$ cat src/rtl/seq_divider.sv
// Sequential unsigned restoring divider: one quotient bit per clock behind a
// start/busy/done handshake; y == 0 short-circuits to a flagged result.
module seq_divider #(
   parameter int WIDTH = 4
) (
   input  logic             clk,
   input  logic             rst,
   input  logic             start,
   input  logic [WIDTH-1:0] x,
   input  logic [WIDTH-1:0] y,
   output logic             busy,
   output logic             done,
   output logic [WIDTH-1:0] q,
   output logic [WIDTH-1:0] r,
   output logic             div_by_zero
);

   localparam int CW = $clog2(WIDTH);

   typedef enum logic [1:0] {IDLE, CALC, DONE} state_t;

   state_t           state;
   logic [WIDTH-1:0] dvd;
   logic [WIDTH-1:0] dvs;
   logic [WIDTH-1:0] rem;
   logic [CW-1:0]    cnt;

   logic [WIDTH:0]   t;
   logic [WIDTH-1:0] low;
   logic             c_low;
   logic             carry;
   logic [WIDTH-1:0] rem_next;
   logic [WIDTH-1:0] dvd_next;

   // Trial subtraction t + ~{0,y} + 1. The top bit of t only feeds the carry,
   // so the partial remainder (always < y) is stored in WIDTH bits.
   always_comb begin
      t              = {rem, dvd[WIDTH-1]};
      {c_low, low}   = {1'b0, t[WIDTH-1:0]} + {1'b0, ~dvs} + (WIDTH+1)'(1);
      carry          = t[WIDTH] | c_low;
      rem_next       = carry ? low : t[WIDTH-1:0];
      dvd_next       = {dvd[WIDTH-2:0], carry};
   end

   // NOTE: state and outputs are registers, so every assignment here is
   // non-blocking; rst is tested first and wins over any other activity.
   always_ff @(posedge clk) begin
      if (rst) begin
         state       <= IDLE;
         busy        <= 1'b0;
         done        <= 1'b0;
         q           <= '0;
         r           <= '0;
         div_by_zero <= 1'b0;
         dvd         <= '0;
         dvs         <= '0;
         rem         <= '0;
         cnt         <= '0;
      end else begin
         done <= 1'b0;
         case (state)
            IDLE: begin
               if (start) begin
                  if (y != '0) begin
                     dvd         <= x;
                     dvs         <= y;
                     rem         <= '0;
                     div_by_zero <= 1'b0;
                     cnt         <= CW'(WIDTH - 1);
                     busy        <= 1'b1;
                     state       <= CALC;
                  end else begin
                     q           <= '1;
                     r           <= x;
                     div_by_zero <= 1'b1;
                     done        <= 1'b1;
                     state       <= DONE;
                  end
               end
            end
            CALC: begin
               rem <= rem_next;
               dvd <= dvd_next;
               if (cnt == '0) begin
                  // Publish the final step directly so results appear with done.
                  busy  <= 1'b0;
                  done  <= 1'b1;
                  q     <= dvd_next;
                  r     <= rem_next;
                  state <= DONE;
               end else begin
                  cnt <= cnt - 1'b1;
               end
            end
            DONE:    state <= IDLE;
            default: state <= IDLE;
         endcase
      end
   end

endmodule

$ cat config.mk
export PLATFORM = sky130hd
export DESIGN_NAME = seq_divider
export DESIGN_NICKNAME = d
export VERILOG_FILES = /design/src/rtl/seq_divider.sv
export SDC_FILE = /design/constraint.sdc
export NUM_CORES = 1
export LEC_CHECK = 0
export BUFFER_PORTS_ARGS = -buffer_cell sky130_fd_sc_hd__buf_4
export CAP_MARGIN = 10
export CORE_ASPECT_RATIO = 1.4
export CORE_MARGIN = 8
export CORE_UTILIZATION = 53
export CTS_CLUSTER_SIZE = 20
export DETAILED_ROUTE_END_ITERATION = 7
export PLACE_DENSITY = 0.76
export SETUP_SLACK_MARGIN = 0.05
export SLEW_MARGIN = 30
export SYNTH_ARGS = -nofsm -noshare
export SYNTH_HDL_FRONTEND = slang
export SYNTH_SLANG_ARGS = --single-unit
$ cat constraint.sdc
create_clock -name clk -period 2.1 [get_ports clk]
set_input_delay 0.105 -clock clk [delete_from_list [all_inputs] [get_ports clk]]
set_output_delay 0.105 -clock clk [all_outputs]
set_load 0.02 [all_outputs]
# == After elaboration in Yosys (flattened, before gate mapping) ==
# Cells that the tools add are included.
# word_totals
regBits,27
latch_bits,0
ramBits,0
romBits,0
out_inout_bits,11
mem_count,0
# op_classes
add_sub_neg,3
mul,0
div_mod_pow,0
order_cmp,0
n_eq_ne,6
shift,0
muxes,31
n_bitwise,2
reduce_logical,11
# ops
cell,n
2-to-1 mux 4 bit,11
one-hot mux 4 bit (2 select lines),4
2-to-1 mux 2 bit,6
AND reduction 4 bit,3
!= test 2 bit (second input constant),5
one-hot mux 2 bit (2 select lines),2
2-to-1 mux 1 bit,6
AND reduction 3 bit,2
adder 4 x 4 -> 5 bit,1
adder 5 x 1 -> 5 bit (second input constant),1
zero test 2 bit,2
NOT 4 bit,1
one-hot mux 1 bit (2 select lines),2
AND reduction 2 bit,2
nonzero test 4 bit,1
equality test 2 x 1 -> 1 bit (second input constant),1
nonzero test 2 bit,1
subtractor 2 x 1 -> 2 bit (second input constant),1
bitwise OR 1 bit,1

# == Longest topological paths before layout ==
# depth
ltp_word,7
ltp_mapped,8
depth_no_buf,8

# == Worst setup path after synthesis ==
# No wires, ideal clock.
# synth_path
path_kind,reg2reg
startpoint,register dvs[3]
endpoint,register r[0]
setup_ps,91
arrival_ps,1601
required_ps,2009
path_slack_ps,408
stages_incl_launch_ff,7
synth_period_minus_slack_ps,1692
path_cell_list,dfxtp_1 > inv_1 > ha_1 > a211oi_1 > and2_1 > a31oi_1 > a311oi_1
# synth_between
elab_chain_len,7
# synth_lines
item,line_no,text
start: declaration,24,logic [WIDTH-1:0] dvs;
start signal: assignment,66,dvs <= y;
NOT 4 bit,39,"{c_low, low} = {1'b0, t[WIDTH-1:0]} + {1'b0, ~dvs} + (WIDTH+1)'(1);"
adder 4 x 4 -> 5 bit,39,
adder 5 x 1 -> 5 bit,39,
bitwise OR 1 bit,40,carry = t[WIDTH] | c_low;
2-to-1 mux 4 bit,41,rem_next = carry ? low : t[WIDTH-1:0];
2-to-1 mux 4 bit,84,if (cnt == '0) begin
one-hot mux 4 bit (2 select lines),61,case (state)
end signal: assignment,89,r <= rem_next;
end: declaration,14,"output logic [WIDTH-1:0] r,"
# Every way passes these cells. The select of a mux whose other input is x is not followed.
# A chain may end at the register's enable or synchronous reset.

# == Worst setup path in the final report ==
# layout_path
startpoint,register dvd[3]
endpoint,register r[0]
# layout_between
elab_chain_len,6
# layout_lines
item,line_no,text
start: declaration,23,logic [WIDTH-1:0] dvd;
start signal: assignment,83,dvd <= dvd_next;
adder 4 x 4 -> 5 bit,39,
adder 5 x 1 -> 5 bit,39,
bitwise OR 1 bit,40,
2-to-1 mux 4 bit *,41,
2-to-1 mux 4 bit *,84,
one-hot mux 4 bit (2 select lines) *,61,
# Every way passes the cells marked *; elsewhere a longest branch is shown, timed or not. The select of a mux whose other input is x is not followed.

==> metrics.txt <==
metal3 WL=150 um; Top Metal Used=met4; H-Tree Level Count=1; HPWL after DPL=2191 um; Max Slew Vio Count=0; number of synthesized flops with an enable pin=0; die height=73.98 um; Hold Fails Final Rpt=0; Setup WS pre-CTS=approximately 0.19 ns; total leakage power=0.5864 nW; Final Worst Setup Slack=0.1751 ns; Die W=57.41 um; grt total ovfl=0; Max Cap Viol=0; clock root cell=clkbuf_4; Core Util, Final=0.6260; RSZ-0062 raised after global routing=false; Hold Crit Class=input port to flip-flop; TritonCTS buffer count=3; Pre-antenna DRT Iters=4; nets=180; # rows=21; CTS tree=yes; P per Cell Area=812.2 mW/mm2; Non-Filler Instances=185; pin count of the biggest net entering global routing=30; vias in the first global route=1106; Vias=1150; crit-path max FO=5; CTS clk-pin slew, worst paths=0.14 ns; Core Region=0.002338 mm2; antenna fix cells=0; Netlist Area Pre-Place=between 0.001 and 0.0015 mm2; post-synth cell types=37; final hold slack=0.02914 ns; # hold bufs at CTS=0; GPL Wtd Cong=around 0.93; M1 wire length=approximately 1100 um; post-route cell area=0.001464 mm2; post-route ant nets=0; TNS Setup=0 ns; metal2 WL=approximately 1500 um; Setup Skew=0.0007227 ns; Slew @ Worst Pin=between 0.5 and 0.6 ns; Yosys reg bits=27; Post-CTS Setup Inserts=0; final setup fails=0; yosys synthesis warning count=0; first-pass GRT wire length=4843 um; WP data required=2.35 ns; crit path DAT=2.18 ns; vias per std cell=6.216; cells after synthesis=142; Area Growth Syn to Fin=15.04%; sequential share of the synthesized area=0.4248; IO Pins=22; Critical Path Start Type=flip-flop; Slew HR=0.6406; min cycle time layout=roughly 1.9 ns; routed wire length=2868 um; syn nets=159; placed inst area=about 0.0014 mm2; maximum vdd drop=518.1 uV; Skew-Pair Late Insertion Delay=roughly 0.32 ns; clk sinks=27; Syn Area/Cell=8.961 um2; WL/cell=15.50 um; outcome=finished clean; initial antenna violation count=0; layout cell share with drive strength beyond 1=0.1975; Tot Pwr=1.189 mW; Resize count post-CTS=0; port bufs=21; Synth Flop Type=dfxtp_1; total track usage=0.1427; Period Utilization, post-route=0.9166; Initial DRC Count=41; Max clock buf depth=2; FFs w/ async S/R, synth=0; Crit. End Element=flip-flop; die area=0.004247 mm2; placed insts=181; drt drc=0; FMAX=519.5 MHz; Crit Path Category=flip-flop to flip-flop; initial core utilization=0.5441
==> worst paths after layout <==
check                             from  cells after the start  slack [ns]  endpoint
worst max register to register  dvd[3]                      8        0.18      r[0]
worst max-delay path            dvd[3]                      8        0.18      r[0]
worst min register to register  dvd[0]                      2        0.49      q[1]
worst min-delay path              y[3]                      3        0.03    dvs[3]
==> cell type report <==
class                   count  area (um2)
clock buffers               4       26.28
fillers                   218       874.6
inverters                   9       33.78
multi-input cells          99       661.9
flip-flops and latches     27       540.5
well taps                  23       28.78
repair buffers             23       172.7
==> logic make-up (layout without fill, tap and decap cells) <==
family	Yosys count	in the layout	share of synthesized area
DFF	27	27	0.4248
AOI/OAI and AO/OA	39	39	0.2419
adders and majority gates	6	6	0.06490
and+or+nand+nor	52	52	0.1957
xor gates and xnor gates	2	2	0.01377
buffers and inverters	16	36	0.05900
==> sequential cells by signal, indices dropped and copies added, names as in the netlist <==
signal	cells
dvd	4
dvs	4
q	4
r	4
rem	4
cnt	2
state	2
busy	1
div_by_zero	1
done	1
==> worst max-delay path, cell delays in order (launching register included) <==
cell	delay (ns)
dfxtp_1	0.35
inv_1	0.06
ha_1	0.14
inv_1	0.06
fa_1	0.41
nand3_1	0.17
and2_1	0.22
a31oi_1	0.17
a311oi_1	0.27
==> per-layer routing <==
| layer | vias up | GRT usage |
|---|---|---|
| li1 | 559 | - |
| met1 | 551 | 0.1469 |
| met2 | 31 | 0.2513 |
| met3 | 9 | 0.03287 |
| met4 | 0 | 0.09777 |
| met5 | - | 0 |
==> cell usage in the layout, fill, tap and decap left out, types with 2 or more instances in the layout <==
master | synthesis | layout
nand2_1 | 14 | 14
a211oi_1 | 4 | 3
buf_4 | 0 | 23
nor2_1 | 22 | 22
a22oi_1 | 4 | 4
nor3_1 | 2 | 2
a211oi_2 | 1 | 2
ha_1 | 5 | 5
dfxtp_1 | 27 | 27
clkbuf_4 | 0 | 3
a21oi_1 | 6 | 6
a311oi_1 | 7 | 7
a31oi_1 | 6 | 6
a21o_1 | 2 | 2
nor3b_1 | 5 | 5
inv_1 | 9 | 9
==> power by group <==
part | switching [mW] | total, mW | internal (mW) | leakage (nW)
sequential | 0.0365 | 0.604 | 0.568 | 0.222
clock | 0.151 | 0.226 | 0.0745 | 0.0150
combinational | 0.212 | 0.359 | 0.147 | 0.350
==> Yosys cell counts, types with 2 or more instances <==
cell / number / area share
a211oi_1: 4 / 0.024
a21o_1: 2 / 0.012
a21oi_1: 6 / 0.024
a22oi_1: 4 / 0.024
a311oi_1: 7 / 0.048
a31oi_1: 6 / 0.030
buf_6: 2 / 0.018
clkbuf_1: 5 / 0.015
dfxtp_1: 27 / 0.42
ha_1: 5 / 0.049
inv_1: 9 / 0.027
nand2_1: 14 / 0.041
nor2_1: 22 / 0.065
nor3_1: 2 / 0.0079
nor3b_1: 5 / 0.030
No activity file was read; power rests on OpenSTA's default activity.
